## src/rtl/serial_transmitter_4bit.sv

```systemverilog
// 4-bit LSB-first serial transmitter with valid/ready load handshake.
// Define SERIAL_TRANSMITTER_PARITY_EN to append an even-parity bit.
module serial_transmitter_4bit #(
  parameter logic IDLE_LEVEL = 1'b0
) (
  input  logic       clockpulse,
  input  logic       clear,
  input  logic       loadValid,
  input  logic [3:0] loadData,
  output logic       loadReady,
  output logic       serialOutput,
  output logic       serialValid,
  output logic       frameDone,
  output logic [2:0] bitCount
);

`ifdef SERIAL_TRANSMITTER_PARITY_EN
  typedef enum logic [1:0] {
    IDLE, SHIFT, PARITY, DONE
  } state_t;
`else
  typedef enum logic [1:0] {
    IDLE, SHIFT, DONE
  } state_t;
`endif

  state_t     state;
  logic [3:0] shreg;
`ifdef SERIAL_TRANSMITTER_PARITY_EN
  logic       par;
`endif

  // Outputs are registered: each transition loads the values of the
  // state being entered.
  always_ff @(posedge clockpulse) begin
    if (!clear) begin
      state        <= IDLE;
      shreg        <= 4'd0;
      bitCount     <= 3'd0;
      serialValid  <= 1'b0;
      frameDone    <= 1'b0;
      loadReady    <= 1'b1;
      serialOutput <= IDLE_LEVEL;
`ifdef SERIAL_TRANSMITTER_PARITY_EN
      par          <= 1'b0;
`endif
    end else begin
      unique case (state)
        IDLE: begin
          if (loadValid) begin
            state        <= SHIFT;
            shreg        <= loadData;
            bitCount     <= 3'd0;
            loadReady    <= 1'b0;
            serialValid  <= 1'b1;
            serialOutput <= loadData[0];
`ifdef SERIAL_TRANSMITTER_PARITY_EN
            par          <= ^loadData;
`endif
          end
        end
        SHIFT: begin
          shreg <= {1'b0, shreg[3:1]};
          if (bitCount == 3'd3) begin
`ifdef SERIAL_TRANSMITTER_PARITY_EN
            state        <= PARITY;
            bitCount     <= 3'd4;
            serialOutput <= par;
`else
            state        <= DONE;
            bitCount     <= 3'd0;
            serialValid  <= 1'b0;
            frameDone    <= 1'b1;
            serialOutput <= IDLE_LEVEL;
`endif
          end else begin
            bitCount     <= bitCount + 3'd1;
            serialOutput <= shreg[1];
          end
        end
`ifdef SERIAL_TRANSMITTER_PARITY_EN
        PARITY: begin
          state        <= DONE;
          bitCount     <= 3'd0;
          serialValid  <= 1'b0;
          frameDone    <= 1'b1;
          serialOutput <= IDLE_LEVEL;
        end
`endif
        DONE: begin
          state     <= IDLE;
          frameDone <= 1'b0;
          loadReady <= 1'b1;
        end
        default: begin
          state        <= IDLE;
          bitCount     <= 3'd0;
          serialValid  <= 1'b0;
          frameDone    <= 1'b0;
          loadReady    <= 1'b1;
          serialOutput <= IDLE_LEVEL;
        end
      endcase
    end
  end

endmodule

```

## config.mk

```make
export PLATFORM = sky130hd
export DESIGN_NAME = serial_transmitter_4bit
export DESIGN_NICKNAME = d
export VERILOG_FILES = /design/src/rtl/serial_transmitter_4bit.sv
export SDC_FILE = /design/constraint.sdc
export NUM_CORES = 1
export LEC_CHECK = 0
export ABC_AREA = 1
export ABC_CLOCK_PERIOD_IN_PS = 1200
export BUFFER_PORTS_ARGS = -buffer_cell sky130_fd_sc_hd__buf_2
export CAP_MARGIN = 20
export CORE_AREA = 2 2 39 41
export CTS_BUF_LIST = sky130_fd_sc_hd__clkbuf_8
export CTS_CLUSTER_DIAMETER = 40
export DETAILED_ROUTE_END_ITERATION = 16
export DIE_AREA = 0 0 41 43
export PLACE_DENSITY_LB_ADDON = 0.05
export SYNTH_ARGS = -nofsm -noshare
export SYNTH_HDL_FRONTEND = slang
export SYNTH_SLANG_ARGS = --single-unit
export TNS_END_PERCENT = 10
```

## constraint.sdc

```tcl
create_clock -name clockpulse -period 1.2 [get_ports clockpulse]
set_input_delay 0 -clock clockpulse [delete_from_list [all_inputs] [get_ports clockpulse]]
set_output_delay 0 -clock clockpulse [all_outputs]
set_load 0.005 [all_outputs]
```

# Word-level counts from Yosys, hierarchy flattened
# Index checks and enable logic that the tools add are counted.
# Widths: inputs -> output; s select.
[totals]
register_bits = 13
word_cells = 42
[op_classes]
add_sub_neg = 1
mux = 18
bitwise = 3
reduce_logical = 8
eq_ne = 5
[op_table]
columns = ["cell", "n"]
rows = [
  ["$reduce_and 2->1", 5],
  ["$pmux 3 s3", 1],
  ["$pmux 4 s2", 1],
  ["$mux 1", 6],
  ["$mux 3", 2],
  ["$pmux 1 s3", 2],
  ["$mux 2", 2],
  ["$mux 4", 1],
  ["$ne 2x2->1 const B", 2],
  ["$pmux 1 s2", 2],
  ["$pmux 2 s2", 1],
  ["$add 3x1->3 const B", 1],
  ["$eq 3x2->1 const B", 1],
  ["$not 1->1", 3],
  ["$reduce_and 3->1", 1],
  ["$eq 2x1->1 const B", 1],
  ["$eq 2x2->1 const B", 1],
  ["$logic_not 2->1", 1],
  ["$reduce_bool 2->1", 1],
]

# Longest topological paths before layout
# Gate-level depths: netlist (run 1).
[depth]
depth_word = 3
mapped_depth = 6

# Least setup slack after synthesis (run 1)
# Ideal clock, no wire load.
[synth_path]
path_type = "reg2reg"
from = "register bitCount[0]"
to = "register bitCount[0]"
arrival_time_ns = 0.899
path_slack_ns = 0.231
stages_incl_launch_ff = 7
period_less_slack_ns = 0.969
cell_sequence = "dfxtp_1 ha_1 nand2_1 inv_1 nor2_4 inv_2 a21oi_1"
[synth_between]
elab_chain_cells = 3
elab_cells_between_ends = 4
classes_between = "add/sub (1); eq/ne (1); mux (2)"
[synth_lines]
columns = ["element", "line_no", "source"]
rows = [
  ["start: declaration", "14", "output logic [2:0] bitCount"],
  ["start signal: assignment", "77", "bitCount <= bitCount + 3'd1;"],
  ["$add 3x1->3 or $eq 3x2->1 (tied branches)", "77, 64", ""],
  ["$mux 3 *", "64", "if (bitCount == 3'd3) begin"],
  ["$pmux 3 s3 *", "48", "unique case (state)"],
]
# Mark *: on every way between the ends. The rest lies on a longest branch, timed or not.
# A chain may end at the register's enable or synchronous reset.

# Worst setup path in the final report (run 1)
[layout_path]
from = "register bitCount[0]"
to = "register serialValid"
[layout_between]
elab_chain_cells = 3
[layout_lines]
columns = ["element", "line_no", "source"]
rows = [
  ["$eq 3x2->1", "64", ""],
  ["$ne 2x2->1 (no line)", "-", ""],
  ["$reduce_and 3->1 (no line)", "-", ""],
  ["end signal: assignment", "55", "serialValid <= 1'b1;"],
  ["end signal: assignment", "72", "serialValid <= 1'b0;"],
  ["end signal: assignment", "98", "serialValid <= 1'b0;"],
  ["end: declaration", "12", "output logic serialValid,"],
]
# No other way between the ends.

==> impl_metrics.yaml, run 1 <==
timing:
  tns_ns: 0
  final-hold-violation-count: 0
  timing.final.crit_share_pct: 88.4
  max_freq_mhz: 943
  slew_headroom_pct: 78.6
  drv_slew: 0
  rsz0062_at_grt: "no"
  setup_viol_count_final: 0
  finClkSkew_ns: 0.00116
  tightest_slew_ns: 0.320
  period_needed_ns: 1.06
logic_synthesis:
  syn_avg_cell_area_sq_um: 7.42
  syn-cell-area_sq_um: 504
  synth_cell_types: 12
  synth_top_cells_by_area: "dfxtp_1, nand2_1, a21oi_1"
  ys_seq_elements: 12
  syn-num-nets: 76
  yosys_warnings: 0
  synth_top_area_share_pct: 47.6
  yosysTopAreaCell: "dfxtp_1"
  synthCells: 68
  seq_area_frac_synth_pct: 47.6
die:
  dieArea_sq_um: 1760
  fp.dieW_microns: 41
  initial_core_util_pct: 36.4
  core_area_sq_um: 1380
  pin_count: 14
  fp.dieH_microns: 43
  rows: 14
drt:
  antenna_left: 0
  vias: 445
  wirelength_microns: 952
  wl_per_cell_microns: 9.52
  firstDrtPassIters: 4
  drtIter0Drc: 7
  drc_errors: 0
  vias_per_cell: 4.45
clock_network:
  cts-htree-levels: 1
  clk_latency_ns: 0.23
  cts_sinks: 12
  postCtsHoldBufs: 0
  cts_root_buf: "clkbuf_8"
  post_cts_buffers: 0
  cts_inserted_buffers: 3
  clock_path_buffers: 2
  cts-resized-gates: 0
  cts_tree: "yes"
  clk_pin_slew_ns: 0.05
global_route:
  track_usage_pct: 13.5
  grt_first_pass_wirelength_microns: 1610
  grt_pass1_vias: 414
  grt-ovfl-total: 0
  grt_max_degree: 8
  antenna_found_initial: 0
cells_and_area:
  drive_above_1_share_pct: 28.6
  n_antenna_cell: 0
  n_fill_cell: 154
  regArea_sq_um: 240
  nets: 94
  final_util_pct: 45.6
  multi_input_area_sq_um: 223
  syn_to_final_growth_pct: 25.1
critical_path:
  critPathArrivalTime_ns: 1.22
  end_kind: "flip-flop"
  critPathLaunchType: "flip-flop"
  required_ns: 1.36
  path_class: "reg2reg"
  r2r_setup_slack_ns: 0.14
  critPathMaxFanout: 3
power_and_ir_drop:
  ir_drop_mv: 0.773
  p_leak_nw: 0.303
  power.density_nw_per_um2: 1410
worst_hold_path:
  min_path_type: "in2reg"
outcome:
  outcome: "finished, final reports clean"
place:
  port_buffers: 13
  hpwlAfterDp_microns: 753
  finalWeightedCongestion: 0.722
job:
  maxCapViolations: 0
power by group:
part	internal (mW)	total, mW	switching (mW)
logic	0.0449	0.105	0.0606
registers	0.424	0.440	0.0157
clock network	0.219	0.342	0.123
synthesized netlist by cell type:
cell / instances
nand2_1: 14
dfxtp_1: 12
a21oi_1: 9
inv_1: 8
o21ai_0: 6
nand3_1: 5
nor2_1: 5
inv_2: 3
nand2_2: 3
a21oi_2: 1
ha_1: 1
nor2_4: 1
kinds of logic (layout without fill, tap and decap cells):
| group | count (synthesis) | count (layout) | share of synthesized area (%) |
|---|---|---|---|
| and+or+nand+nor | 28 | 28 | 25.1 |
| AOI/OAI and AO/OA | 16 | 16 | 16.6 |
| DFF | 12 | 12 | 47.6 |
| buffers and inverters | 11 | 27 | 8.19 |
| adders and majority gates | 1 | 1 | 2.48 |
per-stage QoR:
| step | instance area (sq um) | worst slack, ns | power [mW] | hold WS [ns] | cells |
|---|---|---|---|---|---|
| floorplan | 504 | 0.231 | 0.514 | 0.0846 | 68 |
| global placement | 589 | 0.143 | 0.556 | 0.262 | 97 |
| detailed placement | 589 | 0.145 | 0.555 | 0.258 | 97 |
| CTS | 631 | 0.128 | 0.908 | 0.0168 | 100 |
| global route | 631 | 0.0388 | 0.951 | 0.0180 | 100 |
| finish | 631 | 0.139 | 0.888 | 0.0169 | 100 |
metal layers:
metal	vias to the layer above	routed length, microns	global-route usage [%]
met4	0	8	8.00
met1	186	493	18.6
li1	249	-	-
met3	2	49	4.71
met5	-	0	0
met2	8	401	17.5
flip-flops by register name, indices dropped and copies added, names as in the netlist:
name,flops
serialOutput,1
bitCount,3
shreg,3
serialValid,1
loadReady,1
state,2
frameDone,1
layout make-up:
| type | instances | area share, % |
|---|---|---|
| clock buffer | 3 | 6.55 |
| inverter | 11 | 6.55 |
| multi-input combinational | 45 | 35.3 |
| sequential | 12 | 38.1 |
| tap | 16 | 3.17 |
| timing repair buffer | 13 | 10.3 |
layout by cell type, fill, tap and decap left out, drive strengths merged:
cell type	synthesis	layout
inv	11	11
clkbuf	0	3
o21ai	6	6
dfxtp	12	12
nand3	5	5
a21oi	10	10
nor2	6	6
buf	0	13
ha	1	1
nand2	17	17
final timing paths:
kind	cells past startpoint	startpoint	to
worst min-delay path	2	clear	loadReady
worst max-delay path	6	bitCount[0]	serialValid
worst min register to register	2	frameDone	frameDone
worst max register to register	6	bitCount[0]	serialValid
critical path, cell delays in order, from the launching register on:
cell and delay (ns):
dfxtp_1 0.32, ha_1 0.22, nand2_1 0.09, inv_1 0.08, nor2_4 0.11, inv_2 0.04
a21oi_1 0.13
No activity file was read; power rests on OpenSTA's default activity.
==> inputs of run 2 (changes only) <==
Settings changed: CTS_BUF_LIST sky130_fd_sc_hd__clkbuf_8 to sky130_fd_sc_hd__clkbuf_4, PLACE_DENSITY set to 0.65, PLACE_DENSITY_LB_ADDON 0.05 to not set.
==> run 2 against run 1 <==
  * Global-route usage decreased by 0.52 points
  * Clock power is 32% lower
  * Clock skew increased by 0.0030 ns
  * Flip-flop and latch count stayed put
  * Register-to-register slack about the same
  * Critical path depth is the same
  * Clock-buffer cell count unchanged
  * Largest power group unchanged
==> impl_metrics.yaml, run 2 (same netlist as run 1, synthesis figures left out) <==
clock_network:
  clk_latency_ns: 0.26
  cts_inserted_buffers: 3
  cts_tree: "yes"
  clk_pin_slew_ns: 0.07
  cts_sinks: 12
  cts_root_buf: "clkbuf_4"
  post_cts_buffers: 0
  cts-htree-levels: 1
  clock_path_buffers: 2
critical_path:
  critPathArrivalTime_ns: 1.25
  slowest_stage: "dfxtp_1"
  r2r_setup_slack_ns: 0.15
  critPathMaxFanout: 3
  critPathLaunchType: "flip-flop"
  path_class: "reg2reg"
  crit_end: "serialValid"
  max_stage_delay_ns: 0.32
  end_kind: "flip-flop"
  reg2reg_depth: 6
  setup.worst_path.start: "bitCount[0]"
  worst_r2r_startpoint: "bitCount[0]"
  worstReg2RegEnd: "serialValid"
  required_ns: 1.40
  crit_chain: "ha_1, nand2_1, inv_1, nor2_4, inv_2, a21oi_1"
power_and_ir_drop:
  power_frac_clock_pct: 29.7
  swShare_pct: 24.8
  p_leak_nw: 0.304
  pwr-share-comb_pct: 14.2
  ir_drop_mv: 0.537
  power.density_nw_per_um2: 1240
  internal-power_uw: 588
  seqPwrFrac_pct: 56.1
  netSwitchingPower_uw: 194
  finalPower_uw: 782
timing:
  final-hold-violation-count: 0
  max_freq_mhz: 952
  tightest_slew_ns: 0.319
  finClkSkew_ns: 0.00414
  drv_slew: 0
  timing.final.crit_share_pct: 87.5
  rsz0062_at_grt: "no"
  setup_viol_count_final: 0
  slew_headroom_pct: 78.7
  tns_ns: 0
  period_needed_ns: 1.05
global_route:
  use_met1_pct: 15.3
  grt_first_pass_wirelength_microns: 1590
  met3_usage_pct: 3.14
  grt_pass1_vias: 440
  grt-busiest-layer: "met2"
  track_usage_pct: 13.0
  grt-ovfl-total: 0
  grt_max_degree: 8
  antenna_found_initial: 0
  grt_use_met2_pct: 20.0
place:
  port_buffers: 13
  finalWeightedCongestion: 0.730
  dpl-instance-area_sq_um: 589
  hpwlAfterDp_microns: 739
cells_and_area:
  n_fill_cell: 139
  fin_area_sq_um: 632
  final_common_cell: "nand2_1"
  nets: 96
  reg_top3: "bitCount: 3 flops, shreg: 3 flops, state: 2 flops"
  drive_above_1_share_pct: 27.9
  syn_to_final_growth_pct: 25.3
  n_antenna_cell: 0
  final_cell_mix: "nand2_1, buf_2, dfxtp_1"
drt:
  drc_errors: 0
  wirelength_microns: 938
  vias_per_cell: 4.62
  drtIter0Drc: 2
  vias: 471
  antenna_left: 0
  wl_per_cell_microns: 9.20
  firstDrtPassIters: 4
worst_hold_path:
  hold_depth: 4
  min_path_type: "in2reg"
die:
  core_area_sq_um: 1380
  dieArea_sq_um: 1760
  pin_count: 14
  fp.dieH_microns: 43
  fp.dieW_microns: 41
  rows: 14
  initial_core_util_pct: 36.4
job:
  maxCapViolations: 0
outcome:
  outcome: "finished, final reports clean"
[run 2: routing by layer]
metal,share of wire [%],vias to the layer above
met4,1.2,0
li1,-,256
met1,49,204
met2,46,9
met3,3.5,2
met5,0,-
[run 2: final cells by class]
cell class / count / area (sq um) / share of cell area [%]
Tap cell: 16 / 20.0 / 3.17
Clock buffer: 3 / 22.5 / 3.56
Sequential cell: 12 / 240 / 38.0
Timing Repair Buffer: 15 / 85.1 / 13.5
Multi-Input combinational cell: 45 / 223 / 35.2
Inverter: 11 / 41.3 / 6.53
[run 2: worst min-delay path by stage]
stage                     startpoint  slack [ns]        end
after floorplan                clear        0.08  loadReady
after global placement         clear        0.25  loadReady
after detailed placement       clear        0.26  loadReady
after CTS                  loadValid        0.03  loadReady
after global routing       loadValid        0.04  loadReady
final                      loadValid        0.04  loadReady
[run 2: timing repair]
action,CTS,global route
hold endpoints to repair,2,0
resized for setup,0,0
hold buffers,2,0
[run 2: metrics by stage]
| step | hold slack, ns | setup slack, ns | instances | utilization, % |
|---|---|---|---|---|
| floorplan | 0.0846 | 0.231 | 68 | - |
| global placement | 0.254 | 0.165 | 97 | 42.6 |
| detailed placement | 0.256 | 0.151 | 97 | 42.6 |
| CTS | 0.0297 | 0.135 | 102 | 45.7 |
| global route | 0.0382 | 0.0434 | 102 | 45.7 |
| finish | 0.0360 | 0.150 | 102 | 45.7 |
[run 2: critical path, delay by kind of cell, from the launching register on]
kind	cells	cell delay (ns)
flip-flops	1	0.32
adder cells (fa/ha/maj)	1	0.21
AO/OA/AOI/OAI	1	0.13
AND/OR/NAND/NOR	2	0.20
buffers and inverters	2	0.12
[run 2: power groups by stage]
stage	clock network (mW)	registers [mW]	logic (mW)
3_5_place_dp	0	0.447	0.107
2_1_floorplan	0	0.447	0.0675
3_3_place_gp	0	0.448	0.107
6_report	0.232	0.438	0.111
5_1_grt	0.260	0.441	0.127
4_1_cts	0.245	0.438	0.113
==> inputs of run 3 (changes only) <==
Settings changed: CORE_AREA 2 2 39 41 to 4 4 41 43, DIE_AREA 0 0 41 43 to 0 0 45 47.
==> run 3 against run 2 <==
  * Utilization up 3.1 points
  * Power up 2.6%
  * Combinational power about the same
  * Register-to-register slack about the same
  * Final cell count unchanged
  * Non-clock buffer count unchanged
  * Clock skew up 0.0014 ns
  * Global-route usage down 1.2 points
  * Critical endpoint is now bitCount[0]
  * Largest cell class unchanged
  * Highest routed layer unchanged
==> impl_metrics.yaml, run 3 (same netlist as run 1, synthesis figures left out) <==
timing:
  max_freq_mhz: 949
  slew_headroom_pct: 78.6
  drv_slew: 0
  setup_viol_count_final: 0
  whs_ns: 0.0452
  timing.final.crit_share_pct: 87.8
  tightest_slew_ns: 0.321
  tns_ns: 0
  period_needed_ns: 1.05
  final-hold-violation-count: 0
  rsz0062_at_grt: "no"
  finClkSkew_ns: 0.00549
clock_network:
  cts_root_buf: "clkbuf_4"
  cts_tree: "yes"
  clk_pin_slew_ns: 0.08
  cts_sinks: 12
  cts_inserted_buffers: 3
  cts-htree-levels: 1
  clk_latency_ns: 0.27
  clock_path_buffers: 2
cells_and_area:
  final_util_pct: 48.8
  drive_above_1_share_pct: 27.6
  n_antenna_cell: 0
  final_cell_mix: "nand2_1, buf_2, dfxtp_1"
  syn_to_final_growth_pct: 25.8
  reg_top3: "bitCount: 3 flops, shreg: 3 flops, state: 2 flops"
  nets: 96
  final_common_cell: "nand2_1"
die:
  initial_core_util_pct: 38.8
  pin_count: 14
  fp.dieH_microns: 47
  fp.dieW_microns: 45
  dieArea_sq_um: 2120
  core_area_sq_um: 1300
  rows: 13
critical_path:
  end_kind: "flip-flop"
  r2r_setup_slack_ns: 0.15
  reg2reg_depth: 6
  critPathArrivalTime_ns: 1.26
  critPathMaxFanout: 3
  path_class: "reg2reg"
  worstReg2RegEnd: "bitCount[0]"
  worst_r2r_startpoint: "bitCount[0]"
  critPathLaunchType: "flip-flop"
  required_ns: 1.41
drt:
  vias: 467
  drc_errors: 0
  drtIter0Drc: 11
  antenna_left: 0
  wl_per_cell_microns: 9.88
  wirelength_microns: 1010
  vias_per_cell: 4.58
  firstDrtPassIters: 4
worst_hold_path:
  worstHoldStart: "loadValid"
  hold_depth: 4
  min_to: "loadReady"
  min_path_type: "in2reg"
outcome:
  outcome: "finished, final reports clean"
power_and_ir_drop:
  power.density_nw_per_um2: 1270
  ir_drop_mv: 0.553
  p_leak_nw: 0.305
  finalPower_uw: 802
global_route:
  grt_pass1_vias: 445
  grt-ovfl-total: 0
  track_usage_pct: 11.8
  grt_first_pass_wirelength_microns: 1810
  antenna_found_initial: 0
  grt_max_degree: 8
place:
  hpwlAfterDp_microns: 788
  port_buffers: 13
  finalWeightedCongestion: 0.708
job:
  maxCapViolations: 0
## run 3: metal layers
layer | global-route usage [%] | wire (microns) | part of all wire [%] | up-vias
li1 | - | - | - | 255
met1 | 14.7 | 482 | 48 | 202
met2 | 18.6 | 465 | 46 | 8
met3 | 2.68 | 50 | 5.0 | 2
met4 | 7.02 | 9 | 0.89 | 0
met5 | 0 | 0 | 0 | -
## run 3: through the flow
| stage | instances | setup WS, ns | area, sq um |
|---|---|---|---|
| 2_1_floorplan | 68 | 0.231 | 504 |
| 3_3_place_gp | 96 | 0.158 | 588 |
| 3_5_place_dp | 96 | 0.166 | 588 |
| 4_1_cts | 102 | 0.148 | 634 |
| 5_1_grt | 102 | 0.00430 | 634 |
| 6_report | 102 | 0.147 | 634 |
## run 3: area by class of cell
cell class | count | area, sq um
Clock inverter | 1 | 3.75
Multi-Input combinational cell | 45 | 223
Tap cell | 15 | 18.8
Clock buffer | 3 | 22.5
Timing Repair Buffer | 15 | 85.1
Fill cell | 140 | 667
Inverter | 11 | 41.3
Sequential cell | 12 | 240
## run 3: where the power goes
| part | leakage, nW | switching (mW) | internal [mW] |
|---|---|---|---|
| Clock | 0.0154 | 0.132 | 0.120 |
| Sequential | 0.0985 | 0.0161 | 0.422 |
| Combinational | 0.191 | 0.0626 | 0.0494 |
| Total | 0.305 | 0.211 | 0.592 |
## run 3: repair_timing
action / in CTS / in global routing
hold endpoints to repair: 2 / 0
hold buffers: 2 / 0
resized for setup: 0 / 0
buffers inserted: 0 / 0
## run 3: worst max-delay path: stages, from the launching register on
cell and delay, ns:
dfxtp_1 0.33, ha_1 0.21, nand2_1 0.09, inv_1 0.07, nor2_4 0.11, inv_2 0.05, a21oi_1 0.13
## run 3: how the worst max path moves through the flow
stage	from	endpoint	slack, ns	cells after the start
detailed placement	state[1]	shreg[3]	0.17	5
CTS	state[1]	shreg[1]	0.15	5
global placement	bitCount[0]	bitCount[0]	0.16	6
finish	bitCount[0]	bitCount[0]	0.15	6
global route	state[1]	shreg[1]	0.004	5
floorplan	bitCount[0]	bitCount[0]	0.23	6
